===== config.mk =====
export PLATFORM = sky130hd
export DESIGN_NAME = proc_core_mc
export DESIGN_NICKNAME = d
export VERILOG_FILES = /design/src/rtl/proc_core_mc.sv
export SDC_FILE = /design/constraint.sdc
export NUM_CORES = 1
export LEC_CHECK = 0
export CORE_MARGIN = 4
export CORE_UTILIZATION = 58
export CTS_CLUSTER_DIAMETER = 30
export CTS_CLUSTER_SIZE = 40
export DETAILED_ROUTE_END_ITERATION = 6
export GPL_TIMING_DRIVEN = 0
export PLACE_DENSITY = 0.87
export SYNTH_ARGS = -nofsm -noshare
export SYNTH_HDL_FRONTEND = slang
export SYNTH_SLANG_ARGS = --single-unit

===== constraint.sdc =====
create_clock -name CLOCK_50 -period 7.45 [get_ports CLOCK_50]
set_clock_uncertainty 0.2 [all_clocks]
set_input_delay 0.745 -clock CLOCK_50 [delete_from_list [all_inputs] [get_ports CLOCK_50]]
set_output_delay 0.745 -clock CLOCK_50 [all_outputs]
set_load 0.02 [all_outputs]

===== src/rtl/proc_core_mc.sv =====
// rtl/proc_core_mc.sv - parametrised multicycle 16-bit-ISA core with FETCH/DECODE/EXEC/WB/HALT control
module proc_core_mc #(
  parameter int DATA_W   = 16,
  parameter int PC_W     = 12,
  parameter int RESET_PC = 0
) (
  input  logic              CLOCK_50,
  input  logic              reset,
  output logic              imem_req,
  output logic [PC_W-1:0]   imem_addr,
  input  logic              imem_valid,
  input  logic [15:0]       imem_rdata,
  output logic [PC_W-1:0]   pc,
  output logic              out_valid,
  output logic [DATA_W-1:0] out_data,
  output logic              halted
);

  typedef enum logic [2:0] {S_FETCH, S_DECODE, S_EXEC, S_WB, S_HALT} state_t;

  localparam logic [3:0] OP_ADD  = 4'd0;
  localparam logic [3:0] OP_SUB  = 4'd1;
  localparam logic [3:0] OP_AND  = 4'd2;
  localparam logic [3:0] OP_OR   = 4'd3;
  localparam logic [3:0] OP_XOR  = 4'd4;
  localparam logic [3:0] OP_SLT  = 4'd5;
  localparam logic [3:0] OP_ADDI = 4'd6;
  localparam logic [3:0] OP_SHLI = 4'd7;
  localparam logic [3:0] OP_SHRI = 4'd8;
  localparam logic [3:0] OP_LI   = 4'd9;
  localparam logic [3:0] OP_BEQZ = 4'd10;
  localparam logic [3:0] OP_BNEZ = 4'd11;
  localparam logic [3:0] OP_JMP  = 4'd12;
  localparam logic [3:0] OP_OUT  = 4'd13;
  localparam logic [3:0] OP_HALT = 4'd15;

  state_t            state;
  logic [15:0]       ir;
  logic [DATA_W-1:0] rf [16];
  logic [DATA_W-1:0] a;
  logic [DATA_W-1:0] b;
  logic [DATA_W-1:0] res;
  logic              zf;

  logic [3:0]        op;
  logic [3:0]        rd;
  logic [3:0]        rs;
  logic [3:0]        rt;
  logic [3:0]        imm4;
  logic [7:0]        imm8;
  logic              is_branch;
  logic [DATA_W-1:0] alu_y;
  logic [PC_W-1:0]   pc_inc;
  logic [PC_W-1:0]   br_off;
  logic [PC_W-1:0]   pc_next;

  assign op        = ir[15:12];
  assign rd        = ir[11:8];
  assign rs        = ir[7:4];
  assign rt        = ir[3:0];
  assign imm4      = ir[7:4];
  assign imm8      = ir[7:0];
  assign is_branch = (op == OP_BEQZ) || (op == OP_BNEZ);

  // Requests only in FETCH, and never while reset is being held low.
  assign imem_req  = (state == S_FETCH) && reset;
  assign imem_addr = pc;

  // ALU on the operands latched in DECODE; shifts by >= DATA_W naturally give zero.
  always_comb begin
    alu_y = '0;
    case (op)
      OP_ADD:  alu_y = a + b;
      OP_SUB:  alu_y = a - b;
      OP_AND:  alu_y = a & b;
      OP_OR:   alu_y = a | b;
      OP_XOR:  alu_y = a ^ b;
      OP_SLT:  alu_y = {{(DATA_W-1){1'b0}}, ($signed(a) < $signed(b))};
      OP_ADDI: alu_y = b + DATA_W'(imm4);
      OP_SHLI: alu_y = b << imm4;
      OP_SHRI: alu_y = b >> imm4;
      OP_LI:   alu_y = DATA_W'(imm8);
      default: alu_y = '0;
    endcase
  end

  // Next PC: taken branch is relative to pc+1, JMP is absolute, everything else falls through.
  always_comb begin
    pc_inc  = pc + PC_W'(1);
    br_off  = PC_W'({{8{imm8[7]}}, imm8});
    pc_next = pc_inc;
    if (((op == OP_BEQZ) && zf) || ((op == OP_BNEZ) && !zf))
      pc_next = pc_inc + br_off;
    else if (op == OP_JMP)
      pc_next = ir[PC_W-1:0];
  end

  // Control FSM with register file, PC and registered debug outputs.
  always_ff @(posedge CLOCK_50) begin
    if (!reset) begin
      state     <= S_FETCH;
      pc        <= PC_W'(RESET_PC);
      ir        <= '0;
      a         <= '0;
      b         <= '0;
      res       <= '0;
      zf        <= 1'b0;
      out_valid <= 1'b0;
      out_data  <= '0;
      halted    <= 1'b0;
      for (int i = 0; i < 16; i++) rf[i] <= '0;
    end else begin
      out_valid <= 1'b0;
      case (state)
        S_FETCH: begin
          if (imem_valid) begin
            ir    <= imem_rdata;
            state <= S_DECODE;
          end
        end
        S_DECODE: begin
          a     <= is_branch ? rf[rd] : rf[rs];
          b     <= rf[rt];
          state <= S_EXEC;
        end
        S_EXEC: begin
          res   <= alu_y;
          zf    <= (a == '0);
          state <= S_WB;
        end
        S_WB: begin
          // rf[0] is never written, so it keeps reading as zero.
          if ((op <= OP_LI) && (rd != 4'd0)) rf[rd] <= res;
          pc <= pc_next;
          if (op == OP_OUT) begin
            out_valid <= 1'b1;
            out_data  <= a;
          end
          if (op == OP_HALT) begin
            halted <= 1'b1;
            state  <= S_HALT;
          end else begin
            state <= S_FETCH;
          end
        end
        S_HALT: ;
        default: state <= S_FETCH;
      endcase
    end
  end

endmodule


==> Word-level counts from Yosys, hierarchy flattened <==
Memories as Yosys holds them, arrays and structs flattened. A register that Yosys moved wholly into a read port is not among the register bits.
Cells that the tools add are included.
{ "classes": {"bitwise_logic": 4, "reduce_logical": 18, "n_shift": 2, "order_cmp": 2, "n_mux": 20, "n_eq_ne": 19, "add_sub_neg": 5} }
{ "op_table": {"columns": ["op", "count"], "rows": [
  ["$pmux W16 S10", 1],
  ["$mux W16", 2],
  ["$eq A4 B4 Y1 const B", 7],
  ["$mux W12", 2],
  ["$mux W4", 5],
  ["$add A16 B16 Y16", 1],
  ["$add A16 B4 Y16", 1],
  ["$and A16 B16 Y16", 1],
  ["$eq A4 B3 Y1 const B", 4],
  ["$logic_not A16 Y1", 1],
  ["$lt A16 B16 Y1", 1],
  ["$or A16 B16 Y16", 1],
  ["$reduce_or A16 Y1", 1],
  ["$shl A16 B4 Y16", 1],
  ["$shr A16 B4 Y16", 1],
  ["$sub A16 B16 Y16", 1],
  ["$xor A16 B16 Y16", 1],
  ["$pmux W3 S5", 1],
  ["$add A12 B1 Y12 const B", 1],
  ["$add A12 B12 Y12", 1],
  ["$reduce_and A2 Y1", 5],
  ["$eq A4 B2 Y1 const B", 2],
  ["$mux W1", 7],
  ["$eq A3 B2 Y1 const B", 2],
  ["13 further kinds", 19]
]} }
{ "word_totals": {"ram_bits": 256, "elab_cells": 80, "memories": 1, "out_inout_bits": 43, "ff_bits": 82} }
{ "mem_list": {"columns": ["memory", "words", "width", "read_ports", "rd_ports_with_merged_regs", "wr", "line", "rtl"], "rows": [
  ["rf", 16, 16, 3, 3, 16, "39", "logic [DATA_W-1:0] rf [16];"]
]} }

==> Logic depth before layout (Yosys ltp) <==
Gate-level depths: netlist (run 1).
{ "depth": {"word_depth": 8, "depth_mapped": 14, "mapped_depth_nobuf": 13} }

==> Worst setup path before layout (run 1) <==
Ideal clock, no wire load.
{ "synth_timing": {"path_type": "register to register", "start": "reg ir[15]", "end": "reg res[14]", "arrival_ps": 3243, "path_slack_ps": 3933, "setup_ps": 74, "path_stages_with_launch": 14, "t_required_ps": 7176, "path_cell_list": "dfxtp_1 -> buf_2 -> nor3_1 -> clkbuf_1 -> buf_1 -> nor2_1 -> ha_1 -> a21oi_4 -> or3b_1 -> o22ai_2 -> o22ai_1 -> or4_1 -> o31a_1 -> a31oi_1"} }
{ "synth_between": {"elab_chain_len": 2, "word_cells_on_any_way": 11} }
{ "synth_rtl": {"columns": ["item", "line", "rtl"], "rows": [
  ["start, declared", "38", "logic [15:0] ir;"],
  ["start signal, assigned", "117", "ir <= imem_rdata;"],
  ["$eq A4 B4 Y1 (tied with other cells)", "72", "case (op)"],
  ["$pmux W16 S10 (*)", "72", null],
  ["end signal, assigned", "127", "res <= alu_y;"],
  ["end, declared", "42", "logic [DATA_W-1:0] res;"]
]} }
Mark *: on every way between the ends. The rest lies on a longest branch, timed or not.
A chain may end at the register's enable or synchronous reset.

==> Worst setup path after layout (run 1) <==
{ "layout_timing": {"start": "reg ir[13]", "end": "reg res[8]"} }
Same word-level chain as after synthesis.

==> reports/results.txt, run 1 <==
Setup TNS -> 0 ps
IO Pins -> 62
Setup violations, final -> 0
Switch share -> 0.305
Final hold vios -> 0
Number of synthesized flops with an enable pin -> 256
Post-synth ARST share -> 0
Drt pass-1 iters -> 7
Post-Route Hold Slack -> 251 ps
Via count -> 21420
Net load switching power -> 0.00216 W
Failing checks -> design-rule violations
Power Total -> 0.00709 W
Routability cong. -> 1.04
Vias in the first global route -> 21571
Top cells by area, synth -> edfxtp_1 32%, mux4_2 22%, dfxtp_1 8.8%, and2_1 6.3%, ha_1 4.0%
Post-Route WL -> 93800 um
Full die area -> 45100 um2
Main combinational cell family by area after synthesis -> multiplexers
Cell accounting for the most synthesized area -> edfxtp_1
Syn_area_per_cell -> 11.4 um2
Most common cell in the synthesized netlist -> edfxtp_1
Crit Path Category -> reg -> reg
Initial antenna violation count -> 3
Int Pwr -> 0.00492 W
Largest net degree at the start of global routing -> 26
Synth warnings -> 0
Post-synthesis compound-gate area fraction -> 0.109
Initial Util -> 0.590
Longest Clk Path Bufs -> 3
Worst hold-check path type -> reg -> reg
Post-Place Cell Area -> 25600 um2
GRT Util Overall -> 0.414
Static leakage -> 9.97 nW
Max Fclk -> 0.217 GHz
Die height -> 212 um
Crit-path max cell delay -> 920 ps
Grt ovf -> 0
RSZ-0062 raised after global routing -> false
DRT iter0 DRCs -> 3964
Share of layout cells above drive strength 1 -> 0.194
Worst-Skew Late Latency -> 610 ps
Pwr per Cell Area -> 252 nW/um2
Minimum clock period -> 4610 ps
Worst path cell trace -> nand2_1, nor3_1, clkbuf_1, buf_1, nor2_1, ha_1, nand2_1, a21oi_1, a311o_1, o311ai_0, a2111oi_0, a21oi_1
R2R Setup Slk -> 2840 ps
Syn-to-layout area delta -> 16.3%
Fin crit share -> 0.619
Cts bufs inserted -> 73
Core Box Area -> 41000 um2
Distinct cells, synth -> 84
Cells after synthesis -> 2118
Antenna-violating nets left -> 0
Combinational Power Share -> 0.181
Ys flop type -> edfxtp_1
Yosys reg bits -> 362
Wire per inst -> 32.7 um
H-tree Lvls -> 3
Top cells by count, synth -> 256 x edfxtp_1, 245 x and2_1, 233 x mux4_2, 162 x nand2_1
Max-cap violations -> 0
Measured slew at the worst slew-check pin -> 1230 ps
Clock Power Share -> 0.482
CP arrival -> 4830 ps
Hpwl dp -> 67300 um
Core Util, Final -> 0.687
Req. time, crit path -> 7670 ps
Fin area -> 28200 um2
Max-slew violations -> 0
Cell row count -> 74
Port bufs -> 61
Post-synthesis adder-cell area fraction -> 0.0423
Yosys top cell area share -> 0.317
Worst path slowest cell -> a2111oi_0
Xor and xnor area share after synthesis -> 0.0145
CP Launch Type -> register
Seq pwr share -> 0.336
Worst slew margin -> 0.179
Cts repair resizes -> 0
Post-synthesis mux area share -> 0.234
First-pass GRT wire length -> 138000 um
Drt via density -> 7.46
# hold bufs at CTS -> 0
Seq/Total Area, Yosys -> 0.405
CTS tree -> yes
Clock root buffer -> clkbuf_16
DRC viols -> 56
Clk slew on worst S/H paths -> 50 ps
Outcome -> finished, violations left
# nets final -> 2373
CTS sink cnt -> 362
Worst vdd ir -> 0.213 mV
Die X -> 212 um
Postcts setup bufs -> 0
CP Capture Type -> register
Cell area after synthesis -> 24200 um2
Simple logic cell fraction of the synthesized area -> 0.154
Max Fanout on Critical Path -> 10
==> flip-flops by register name (all words and copies together) (netlist names), named ones only <==
register,cells
rf,256
out_valid,1
zf,1
a,16
res,16
state,3
ir,16
b,16
halted,1
out_data,16
imem_addr,12
==> cell type report <==
| type | count | area [um2] |
|---|---|---|
| Sequential cell | 362 | 9810 |
| Antenna cell | 5 | 12.5 |
| Multi-Input combinational cell | 1538 | 13500 |
| Timing Repair Buffer | 66 | 653 |
| Clock buffer | 85 | 1970 |
| Buffer | 181 | 807 |
| Inverter | 52 | 195 |
| Tap cell | 532 | 666 |
| Clock inverter | 50 | 566 |
| Fill cell | 2731 | 12800 |
==> worst max-delay path, delay by kind of cell (launching register included) <==
kind | cells | cell delay (ps)
flops | 1 | 420
fa+ha+maj | 1 | 450
simple gates | 4 | 760
compound gates | 5 | 1690
buf+inv | 2 | 890
==> power by group through the flow <==
stage | Combinational (W) | Sequential, W | Clock, W
2_1_floorplan | 0.000835 | 0.00234 | 0
3_3_place_gp | 0.00116 | 0.00239 | 0
3_5_place_dp | 0.00120 | 0.00240 | 0
4_1_cts | 0.00123 | 0.00237 | 0.00338
5_1_grt | 0.00133 | 0.00238 | 0.00351
6_report | 0.00129 | 0.00238 | 0.00342
==> through the flow <==
stage               cells  setup slack, ps
detailed placement   2731             3120
global route         2866             2740
global placement     2726             2740
floorplan            2133             3930
finish               2871             2840
CTS                  2866             3050
==> logic make-up after synthesis <==
kind of cell,after synthesis
flip-flops,362
AND/OR/NAND/NOR,711
XOR/XNOR,40
buffers and inverters,233
multiplexers,275
other,1
AO/OA/AOI/OAI,416
adder cells (fa/ha/maj),80
==> per-layer routing <==
| layer | share of wire | up-vias | global-route usage |
|---|---|---|---|
| met3 | 0.13 | 744 | 0.124 |
| met1 | 0.31 | 10054 | 0.484 |
| met4 | 0.091 | 0 | 0.289 |
| met5 | 0 | - | 0 |
| met2 | 0.46 | 2249 | 0.658 |
| li1 | - | 8373 | - |
==> placed cells by master (no fill, tap or decap), types with 8 or more instances in the layout <==
cell type	count
xnor2_1	25
o22ai_1	27
a211oi_1	61
clkinvlp_4	9
nor3_1	31
buf_2	39
buf_4	24
clkbuf_1	114
a21oi_1	136
or3_1	10
clkdlybuf4s50_1	61
dfxtp_1	106
a31oi_1	13
mux4_2	233
o21ai_0	68
nand2b_1	22
o21a_1	8
xor2_1	15
nand2_1	162
o21ai_2	9
mux2i_1	38
inv_6	13
nor2_1	136
ha_1	77
conb_1	16
nor2b_1	24
inv_1	50
and2_1	245
clkbuf_16	77
nor4_1	12
nand3_1	21
and3_1	8
edfxtp_1	256
buf_1	14
a21o_1	10
==> path summary, 6_finish.rpt <==
| check | from | end | cells past startpoint |
|---|---|---|---|
| worst min register to register | out_data[10] | out_data[10] | 2 |
| worst max register to register | ir[13] | res[8] | 12 |
| worst max-delay path | ir[13] | res[8] | 12 |
| worst min-delay path | out_data[10] | out_data[10] | 2 |
Power figures use the tool's default switching activity.
==> run 2, diff against run 1 <==
==> constraint.sdc (replaced) <==
create_clock -name CLOCK_50 -period 4.3 [get_ports CLOCK_50]
set_clock_uncertainty 0.2 [all_clocks]
set_input_delay 0.43 -clock CLOCK_50 [delete_from_list [all_inputs] [get_ports CLOCK_50]]
set_output_delay 0.43 -clock CLOCK_50 [all_outputs]
set_load 0.02 [all_outputs]
==> reports/results.txt, run 2 (synthesis results as in run 1) <==
Max-cap violations -> 0
Drt pass-1 iters -> 7
Post-place setup slack -> -27.6 ps
Wire per inst -> 32.7 um
Drt via density -> 7.45
Static leakage -> 9.99 nW
Core Box Area -> 41000 um2
Worst hold-check path type -> in -> reg
Cts bufs inserted -> 73
Cell row count -> 74
Die height -> 212 um
Worst slew margin -> 0.183
CP arrival -> 4410 ps
# nets final -> 2373
Fin crit share -> 0.961
Share of layout cells above drive strength 1 -> 0.197
Worst path slowest cell -> clkbuf_1
Die X -> 212 um
Worst-Skew Late Latency -> 600 ps
CTS sink cnt -> 362
Vias in the first global route -> 21558
Hold path startpoint -> imem_rdata[2]
Measured slew at the worst slew-check pin -> 1230 ps
Commonest non-fill, non-tap cell in the layout -> edfxtp_1
Max Fanout on Critical Path -> 10
Worst vdd ir -> 0.368 mV
Post-Route Hold Slack -> 193 ps
Delay-heaviest family, CP -> compound AO/OA/AOI/OAI gates
Crit Path Category -> reg -> reg
Buf+Inv Stages, Crit Path -> 3
Int Pwr -> 0.00853 W
Reg-to-Reg End -> res[15]
GRT Util Overall -> 0.414
CTS tree -> yes
Core Util, Final -> 0.687
Port bufs -> 61
Syn-to-layout area delta -> 16.4%
Combinational Power Share -> 0.182
Net load switching power -> 0.00374 W
Initial antenna violation count -> 3
Final hold vios -> 0
Crit path from -> ir[6]
Top reg by flops -> rf
Minimum clock period -> 4130 ps
RSZ-0062 raised after global routing -> false
Reg2reg start -> ir[6]
H-tree Lvls -> 3
Cells on worst reg2reg path -> 13
Routability cong. -> 1.04
Worst Setup EP -> res[15]
Setup violations, final -> 0
Worst path cell trace -> clkbuf_1, clkbuf_2, clkbuf_2, nand2_1, o21ai_0, ha_1, a21oi_1, a31o_1, a21oi_1, o221ai_1, or2_1, a221o_1, o31a_1
Max reg flops -> 256
IO Pins -> 62
Most frequent cells in the layout -> 256 x edfxtp_1, 245 x and2_1, 233 x mux4_2, 162 x nand2_1
Setup TNS -> 0 ps
Max Fclk -> 0.242 GHz
Via count -> 21376
Switch share -> 0.305
Outcome -> finished, violations left
Clock root buffer -> clkbuf_16
Clk slew on worst S/H paths -> 60 ps
Grt ovf -> 0
Post-route setup slack -> 167 ps
Pwr per Cell Area -> 436 nW/um2
Longest Clk Path Bufs -> 3
DRC viols -> 190
Initial Util -> 0.590
Largest net degree at the start of global routing -> 26
Power Total -> 0.0123 W
Crit-path max cell delay -> 450 ps
Hpwl dp -> 67300 um
Full die area -> 45100 um2
Postcts setup bufs -> 0
CP Capture Type -> register
CP Depth -> 13
Antenna-violating nets left -> 0
Post-Route WL -> 93800 um
Seq pwr share -> 0.336
Failing checks -> design-rule violations
Clock Power Share -> 0.482
R2R Setup Slk -> 170 ps
First-pass GRT wire length -> 138000 um
Max-slew violations -> 0
Req. time, crit path -> 4580 ps
Fill count -> 2731
CP Launch Type -> register
DRT iter0 DRCs -> 3920
-- run 2: cell types whose count changed in the layout (fill, tap and decap cells not counted) --
| cell | delta |
|---|---|
| clkbuf_2 | +5 |
| clkbuf_1 | -3 |
| buf_1 | -2 |
| a2111oi_0 | -1 |
| a2111oi_2 | +1 |
| diode_2 | -1 |
-- run 2: worst min-delay path, cell delays in order --
cell and delay, ps:
clkdlybuf4s50_1 400, nand2_1 60, a21oi_1 50
-- run 2: power groups by stage --
| stage | Sequential [W] | Combinational (W) | Clock [W] |
|---|---|---|---|
| CTS | 0.00410 | 0.00213 | 0.00586 |
| finish | 0.00413 | 0.00223 | 0.00592 |
| global route | 0.00413 | 0.00230 | 0.00607 |
| global placement | 0.00414 | 0.00202 | 0 |
| floorplan | 0.00405 | 0.00145 | 0 |
| detailed placement | 0.00416 | 0.00207 | 0 |
-- run 2: worst min-delay path by stage --
stage | endpoint | cells past startpoint
4_1_cts | ir[2] | 3
3_5_place_dp | out_data[10] | 2
5_1_grt | ir[2] | 3
6_report | ir[2] | 3
2_1_floorplan | zf | 2
3_3_place_gp | out_data[11] | 2
-- run 2: layout make-up --
type / count / area (um2) / area share
buffer: 181 / 813 / 0.0289
inverter: 52 / 195 / 0.00693
multi-input combinational: 1538 / 13500 / 0.479
clock buffer: 85 / 1970 / 0.0698
sequential: 362 / 9810 / 0.348
clock inverter: 50 / 566 / 0.0201
antenna: 4 / 10.0 / 0.000355
tap: 532 / 666 / 0.0236
timing repair buffer: 66 / 653 / 0.0232
-- run 2: stage by stage --
| step | area (um2) | cells |
|---|---|---|
| finish | 28200 | 2870 |
| global route | 28200 | 2866 |
| CTS | 28200 | 2866 |
| detailed placement | 25600 | 2731 |
| global placement | 25600 | 2726 |
| floorplan | 24300 | 2133 |
-- run 2: what timing repair did --
item / CTS / global route
hold buffers: 0 / 0
setup endpoints to repair: 2 / 4
gates resized for setup: 2 / 7
-- run 2: per-layer routing --
metal / part of all wire / track usage
met1: 0.32 / 0.484
met2: 0.46 / 0.658
met3: 0.13 / 0.124
met4: 0.092 / 0.288
met5: 0 / 0
